==> config.mk <==
export PLATFORM = sky130hd
export DESIGN_NAME = note_recorder_flat
export DESIGN_NICKNAME = d
export VERILOG_FILES = /design/src/rtl/note_recorder_pkg.sv /design/src/rtl/note_recorder_if.sv /design/src/rtl/note_recorder_debouncer.sv /design/src/rtl/note_recorder.sv /design/src/flat_wrapper.sv
export SDC_FILE = /design/constraint.sdc
export NUM_CORES = 1
export LEC_CHECK = 0
export ABC_AREA = 1
export CAP_MARGIN = 20
export CORE_ASPECT_RATIO = 0.9
export CORE_MARGIN = 2
export CORE_UTILIZATION = 48
export CTS_CLUSTER_DIAMETER = 150
export DETAILED_ROUTE_END_ITERATION = 8
export PLACE_DENSITY_LB_ADDON = 0.3
export REMOVE_ABC_BUFFERS = 1
export SYNTH_ARGS = -nofsm -noshare
export SYNTH_HDL_FRONTEND = slang
export SYNTH_SLANG_ARGS = --single-unit
==> constraint.sdc <==
create_clock -name clk -period 1.75 [get_ports clk]
set_input_delay 0.35 -clock clk [delete_from_list [all_inputs] [get_ports clk]]
set_output_delay 0.35 -clock clk [all_outputs]
set_load 0.005 [all_outputs]
==> src/rtl/note_recorder_pkg.sv <==
// Shared types and sizing for the note recorder: note code width, slot count,
// packed-word width, recorder FSM states and the slot/count index types.
package note_recorder_pkg;

  localparam int NOTE_W    = 4;
  localparam int MAX_NOTES = 8;
  localparam int DATA_W    = NOTE_W * MAX_NOTES;
  localparam int IDX_W     = 4;
  localparam int CNT_W     = $clog2(MAX_NOTES) + 1;

  typedef logic [NOTE_W-1:0]            note_t;
  typedef logic [$clog2(MAX_NOTES)-1:0] slot_idx_t;
  typedef logic [CNT_W-1:0]             count_t;

  localparam note_t NOTE_REST = '0;

  typedef enum logic [1:0] {
    IDLE    = 2'd0,
    PRESS   = 2'd1,
    RELEASE = 2'd2
  } rec_state_t;

  // Slot index of a count value, zero-extended to the index port width.
  function automatic logic [IDX_W-1:0] to_index(count_t c);
    return IDX_W'(slot_idx_t'(c));
  endfunction

endpackage

==> src/rtl/note_recorder_if.sv <==
// Bus from the recorder to the answer/playback store: packed notes, indices
// and the one-cycle write strobe.
interface note_recorder_if;
  import note_recorder_pkg::*;

  logic [DATA_W-1:0] data_out;
  logic [IDX_W-1:0]  max_index;
  logic [IDX_W-1:0]  cur_index;
  logic              write_enable;

  modport master (output data_out, output max_index, output cur_index, output write_enable);
  modport slave  (input  data_out, input  max_index, input  cur_index, input  write_enable);
endinterface

==> src/rtl/note_recorder_debouncer.sv <==
// Keypad debouncer: accepts a code once it has been stable for DEBOUNCE_CYC
// samples, then requires DEBOUNCE_CYC consecutive rest samples before arming
// again, so a held key never repeats.
//
//  state   | meaning
//  IDLE    | no key down, ready for a new press
//  PRESS   | key down, counting stability of the latched code
//  RELEASE | note accepted, waiting for a stable release
module key_debouncer
  import note_recorder_pkg::*;
#(
  parameter int DEBOUNCE_CYC = 250000
) (
  input  logic  clk,
  input  logic  reset_n,
  input  logic  clear,
  input  note_t key_in,
  output logic  acc_pulse,
  output note_t acc_code,
  output logic  released,
  output logic  in_press
);

  localparam int TMR_W = $clog2(DEBOUNCE_CYC + 1);
  // The sample that enters PRESS already counts as the first stable one.
  localparam logic [TMR_W-1:0] PRESS_LOAD = TMR_W'(DEBOUNCE_CYC - 2);
  localparam logic [TMR_W-1:0] REL_LOAD   = TMR_W'(DEBOUNCE_CYC - 1);

  rec_state_t       state, state_nxt;
  logic [TMR_W-1:0] tmr;
  note_t            code;
  logic             key_zero, key_same, tmr_done;
  logic             load_press, load_rel, dec, accept;

  assign key_zero = (key_in == NOTE_REST);
  assign key_same = (key_in == code);
  assign tmr_done = (tmr == '0);

  // State register.
  always_ff @(posedge clk) begin
    if (!reset_n) state <= IDLE;
    else          state <= state_nxt;
  end

  // Next-state decode; clear always returns to IDLE.
  always_comb begin
    state_nxt = state;
    if (clear) begin
      state_nxt = IDLE;
    end else begin
      case (state)
        IDLE:    if (!key_zero) state_nxt = PRESS;
        PRESS:   if (key_zero) state_nxt = IDLE;
                 else if (key_same && tmr_done) state_nxt = RELEASE;
        RELEASE: if (key_zero && tmr_done) state_nxt = IDLE;
        default: state_nxt = IDLE;
      endcase
    end
  end

  // Timer/code controls and the accept decision for the current state.
  always_comb begin
    load_press = 1'b0;
    load_rel   = 1'b0;
    dec        = 1'b0;
    accept     = 1'b0;
    case (state)
      IDLE: load_press = !key_zero;
      PRESS: begin
        if (!key_zero) begin
          if (!key_same) begin
            load_press = 1'b1;
          end else if (tmr_done) begin
            load_rel = 1'b1;
            accept   = !clear;
          end else begin
            dec = 1'b1;
          end
        end
      end
      RELEASE: begin
        if (!key_zero)     load_rel = 1'b1;
        else if (!tmr_done) dec     = 1'b1;
      end
      default: ;
    endcase
  end

  // Stability down-counter, latched code and registered accept pulse.
  always_ff @(posedge clk) begin
    if (!reset_n) begin
      tmr       <= '0;
      code      <= NOTE_REST;
      acc_pulse <= 1'b0;
    end else begin
      acc_pulse <= accept;
      if (load_press) begin
        code <= key_in;
        tmr  <= PRESS_LOAD;
      end else if (load_rel) begin
        tmr <= REL_LOAD;
      end else if (dec) begin
        tmr <= tmr - 1'b1;
      end
    end
  end

  assign acc_code = code;
  assign released = (state == IDLE);
  assign in_press = (state == PRESS);

endmodule

==> src/rtl/note_recorder.sv <==
// Note recorder top: packs debounced notes into 8 x 4-bit slots and publishes
// the word to the answer store with a one-cycle write strobe on a commit edge.
// Build option AUTO_COMMIT_EN: strobe automatically once the 8th note lands.
module note_recorder
  import note_recorder_pkg::*;
#(
  parameter int DEBOUNCE_CYC = 250000
) (
  input  logic             clk,
  input  logic             reset_n,
  input  note_t            key_in,
  input  logic             clear,
  input  logic             commit,
  note_recorder_if.master  ans,
  output logic             full,
  output logic             busy
);

  count_t count;
  logic   commit_q, pending;
  logic   commit_rise, commit_req, fire, auto_fire;
  logic   acc_pulse, released, in_press;
  note_t  acc_code;

  key_debouncer #(.DEBOUNCE_CYC(DEBOUNCE_CYC)) u_deb (
    .clk       (clk),
    .reset_n   (reset_n),
    .clear     (clear),
    .key_in    (key_in),
    .acc_pulse (acc_pulse),
    .acc_code  (acc_code),
    .released  (released),
    .in_press  (in_press)
  );

  assign full        = (count == CNT_W'(MAX_NOTES));
  assign busy        = !released;
  assign commit_rise = commit && !commit_q;
  // A commit edge seen mid-press is held until the press resolves.
  assign commit_req  = commit_rise || pending;
  assign fire        = commit_req && !in_press;

`ifdef AUTO_COMMIT_EN
  assign auto_fire = acc_pulse && (count == CNT_W'(MAX_NOTES - 1));
`else
  assign auto_fire = 1'b0;
`endif

  // Packing, indices and commit strobe; clear dominates commit.
  always_ff @(posedge clk) begin
    if (!reset_n) begin
      ans.data_out     <= '0;
      ans.max_index    <= '0;
      ans.cur_index    <= '0;
      ans.write_enable <= 1'b0;
      count            <= '0;
      commit_q         <= 1'b0;
      pending          <= 1'b0;
    end else if (clear) begin
      ans.data_out     <= '0;
      ans.max_index    <= '0;
      ans.cur_index    <= '0;
      ans.write_enable <= 1'b0;
      count            <= '0;
      commit_q         <= commit;
      pending          <= 1'b0;
    end else begin
      commit_q         <= commit;
      pending          <= commit_req && in_press;
      ans.write_enable <= (fire && (count != '0)) || auto_fire;
      if (acc_pulse && !full) begin
        for (int i = 0; i < MAX_NOTES; i++) begin
          if (count == CNT_W'(i)) ans.data_out[i*NOTE_W +: NOTE_W] <= acc_code;
        end
        ans.cur_index <= to_index(count);
        ans.max_index <= to_index(count);
        count         <= count + 1'b1;
      end
    end
  end

endmodule

==> src/flat_wrapper.sv <==
// flat-port wrapper written by rule: the top's interface ports become plain ports
module note_recorder_flat import note_recorder_pkg::*;
#(
  parameter int DEBOUNCE_CYC = 250000
)
  (clk, reset_n, key_in, clear, commit, full, busy, ans_data_out, ans_max_index, ans_cur_index, ans_write_enable);
  note_recorder_if ans_i ();
  input  logic clk;
  input  logic reset_n;
  input  note_t key_in;
  input  logic clear;
  input  logic commit;
  output logic full;
  output logic busy;
  output wire logic [$bits(ans_i.data_out)-1:0] ans_data_out;
  output wire logic [$bits(ans_i.max_index)-1:0] ans_max_index;
  output wire logic [$bits(ans_i.cur_index)-1:0] ans_cur_index;
  output wire logic [$bits(ans_i.write_enable)-1:0] ans_write_enable;
  assign ans_data_out = ans_i.data_out;
  assign ans_max_index = ans_i.max_index;
  assign ans_cur_index = ans_i.cur_index;
  assign ans_write_enable = ans_i.write_enable;
  note_recorder #(.DEBOUNCE_CYC(DEBOUNCE_CYC)) u_core (.clk(clk), .reset_n(reset_n), .key_in(key_in), .clear(clear), .commit(commit), .ans(ans_i), .full(full), .busy(busy));
endmodule
==> impl_summary.txt <==
----------------------------------------------------
[Final layout]
  Non-filler instance count after layout ... 597
  Antenna cells ... 0
  Core Util, Final ... 68.8%
  Synthesis-to-layout area growth ... 36.5%
  Fraction of layout cells with a size suffix above 1 ... 20.6%
  Total number of nets in the final design ... 522

[Timing]
  Unrepaired setup endpoints after global routing ... yes
  Total setup violations reported at the end of the flow ... 0
  Final number of hold-violating endpoints ... 0
  Max-slew violation total from the final report ... 0
  Min Hold Slack ... 449 ps
  Top achievable clock speed ... 605 MHz
  PnR worst setup slack ... 96.8 ps
  Share of the cycle needed by the critical path after routing ... 94.5%
  Tmin final ... 1650 ps
  Setup_tns ... 0 ps
  Skew final ... 9.23 ps

[Place]
  Routability congestion estimate ... 0.863
  Detail Placement HPWL ... 5.50 mm
  # placed instances ... 575
  Worst setup slack after placement ... -464 ps
  Number of I/O port buffers ... 48

[Detailed routing]
  Number of nets with antenna violations after detailed routing ... 0
  Number of design-rule violations left by the first detailed-router iteration ... 177
  Mean number of vias per cell ... 5.16
  Post-Route WL ... 8.24 mm
  WL per Instance ... 13.8 um
  Number of iterations in the first detailed-routing pass ... 5
  Detailed-route via count ... 3082
  DRC viols ... 0

[GRT]
  Initial antenna violation count ... 0
  Global-route wire length before repair ... 13.3 mm
  Pin count of the biggest net entering global routing ... 26
  Total Routing Usage GR ... 24.2%
  Number of global-route vias before repair ... 2840
  GRT overflow ... 0

[Clocking]
  Root buffer cell ... sky130_fd_sc_hd__clkbuf_8
  Clock Latency Late Sink ... 350 ps
  Number of clock sinks ... 67
  Number of levels the H-tree was split into ... 3
  Buffer levels on the longest clock path ... 2
  Clock transition at the registers of the reported paths ... 80 ps
  Quantity of hold-fixing buffers added after cts ... 0
  TritonCTS clock tree ... yes
  Clock buffers created by TritonCTS ... 9

[Synth]
  Synth Register Bits ... 67
  Share of synthesized area occupied by flip-flops and latches ... 43.1%
  Async set-reset flop share out of synthesis ... 0%
  Cell type contributing the most total cell area after synthesis ... sky130_fd_sc_hd__dfxtp_1
  Most used flip-flop cell after synthesis ... sky130_fd_sc_hd__dfxtp_1
  EDFF count, synth ... 0
  Top area cells in the synthesized netlist ... sky130_fd_sc_hd__dfxtp_1 43%, sky130_fd_sc_hd__a21oi_1 8.0%, sky130_fd_sc_hd__nand2_1 7.8%, sky130_fd_sc_hd__inv_1 6.3%, sky130_fd_sc_hd__o21ai_0 6.1%
  Most frequent cell after synthesis ... sky130_fd_sc_hd__dfxtp_1
  Post-synthesis average cell area ... 7.35 um^2
  Total number of yosys warnings ... 0
  Ranking of synthesized cells by instance count ... 67 x sky130_fd_sc_hd__dfxtp_1, 65 x sky130_fd_sc_hd__nand2_1, 52 x sky130_fd_sc_hd__inv_1
  Post-synthesis instance area ... 0.00312 mm^2
  Post-synth cell types ... 31
  Area share of the leading cell type in the synthesized netlist ... 43.1%
  Post-Syn Instances ... 424

[Floorplan]
  Height of the chip ... 80.4 um
  Starting utilization of the core area ... 50.4%
  Chip Width ... 88.9 um
  Total Die Area ... 0.00715 mm^2
  Boundary pin count ... 51
  Area of the core region ... 0.00618 mm^2
  Number of placement rows ... 27

[Job]
  Number of max-cap violations ... 0

[Worst setup path]
  Type of origin of the critical path ... flop
  CP Data Arrival Time ... 1300 ps
  Critical path capture point type ... primary output
  Required time of the critical path ... 1400 ps
  Worst setup path category ... reg -> out
  Maximum fanout along the worst path ... 2

[Pwr]
  Maximum ir drop on the vdd rail ... 0.000527 V
  Standby leakage power ... 1.78 nW
  Areal power density over the cells ... 852 mW/mm^2

[Min path]
  Worst hold path class ... in -> reg

[Outcome]
  Status ... completed

----------------------------------------------------
==> final cells by class <==
class	instances	area [um^2]
Multi-Input combinational cell	289	1620
Inverter	58	220
Tap cell	87	109
Timing Repair Buffer	80	734
Clock buffer	9	124
Clock inverter	7	103
Sequential cell	67	1350
Fill cell	493	1930
==> worst paths after layout <==
path,startpoint,endpoint,slack [ps],cells past startpoint
max,u_core.count[0],full,100,5
min,key_in[2],u_core.u_deb.acc_code[2],450,3
max reg2reg,u_core.u_deb.tmr[1],u_core.u_deb.tmr[6],100,13
min reg2reg,u_core.ans.max_index[0],u_core.ans.max_index[0],480,2
==> registers in the layout, summed over array words and instances (netlist names) <==
register and flops:
u_core.u_deb.tmr 18, u_core.ans.write_enable 1, u_core.u_deb.acc_pulse 1, u_core.commit_q 1, u_core.count 4, u_core.u_deb.acc_code 4
u_core.ans.max_index 3, u_core.u_deb.state 2, u_core.ans.data_out 32, u_core.pending 1
==> through the flow <==
stage          cell area, um^2  total power, mW
6_report                  4250             3.62
5_1_grt                   4250             3.77
4_1_cts                   4150             3.59
3_5_place_dp              3860             2.12
3_3_place_gp              3860             2.10
2_1_floorplan             3040             1.93
==> what timing repair did <==
action,CTS,global route
buffers inserted,2,3
pin swaps,2,5
setup endpoints to repair,20,43
cloned,1,0
resized for setup,21,32
==> layer usage <==
metal / vias up / routed length, um / GRT usage, %
met2: 98 / 3630 / 34.3
met3: 14 / 573 / 6.58
met5: - / 0 / 0
li1: 1534 / - / -
met4: 0 / 138 / 9.85
met1: 1436 / 3900 / 34.4
==> placed cells by master (no fill, tap or decap), drive strengths merged <==
cell type and instances:
nand2 68, dfxtp 67, inv 58, nor2 56, a21oi 54, clkdlybuf4s50 42
o21ai 41, nand3 39, buf 32, clkbuf 10, ha 9, nor3 7
dlygate4sd2 5, xor2 4, clkinv 4, nand4 2, conb 2, bufinv 2
a21boi 1, or2 1, o21bai 1, nor4 1, and3 1, a211oi 1
nand3b 1, clkinvlp 1
==> logic make-up after synthesis <==
| group | Yosys count | share of synthesized area (%) |
|---|---|---|
| simple gates | 176 | 26.1 |
| compound gates | 97 | 16.4 |
| buf+inv | 70 | 9.52 |
| flops | 67 | 43.1 |
| fa+ha+maj | 9 | 3.61 |
| xor+xnor | 4 | 1.12 |
| other cells | 1 | 0.120 |
==> critical path, stage by stage, from the launching register on <==
cell and delay, ps:
sky130_fd_sc_hd__dfxtp_2 320, sky130_fd_sc_hd__inv_1 70, sky130_fd_sc_hd__ha_2 190, sky130_fd_sc_hd__nand2_1 90
sky130_fd_sc_hd__nor2_4 160, sky130_fd_sc_hd__clkbuf_2 130
==> report_power, final <==
| part | total, mW | leakage [nW] | switching [mW] | internal (mW) |
|---|---|---|---|---|
| clock network | 1.46 | 0.110 | 0.650 | 0.811 |
| registers | 1.60 | 0.546 | 0.0331 | 1.57 |
| logic | 0.559 | 1.12 | 0.357 | 0.202 |
| total | 3.62 | 1.78 | 1.04 | 2.58 |
Note: power is estimated with default switching activity, not from simulation.
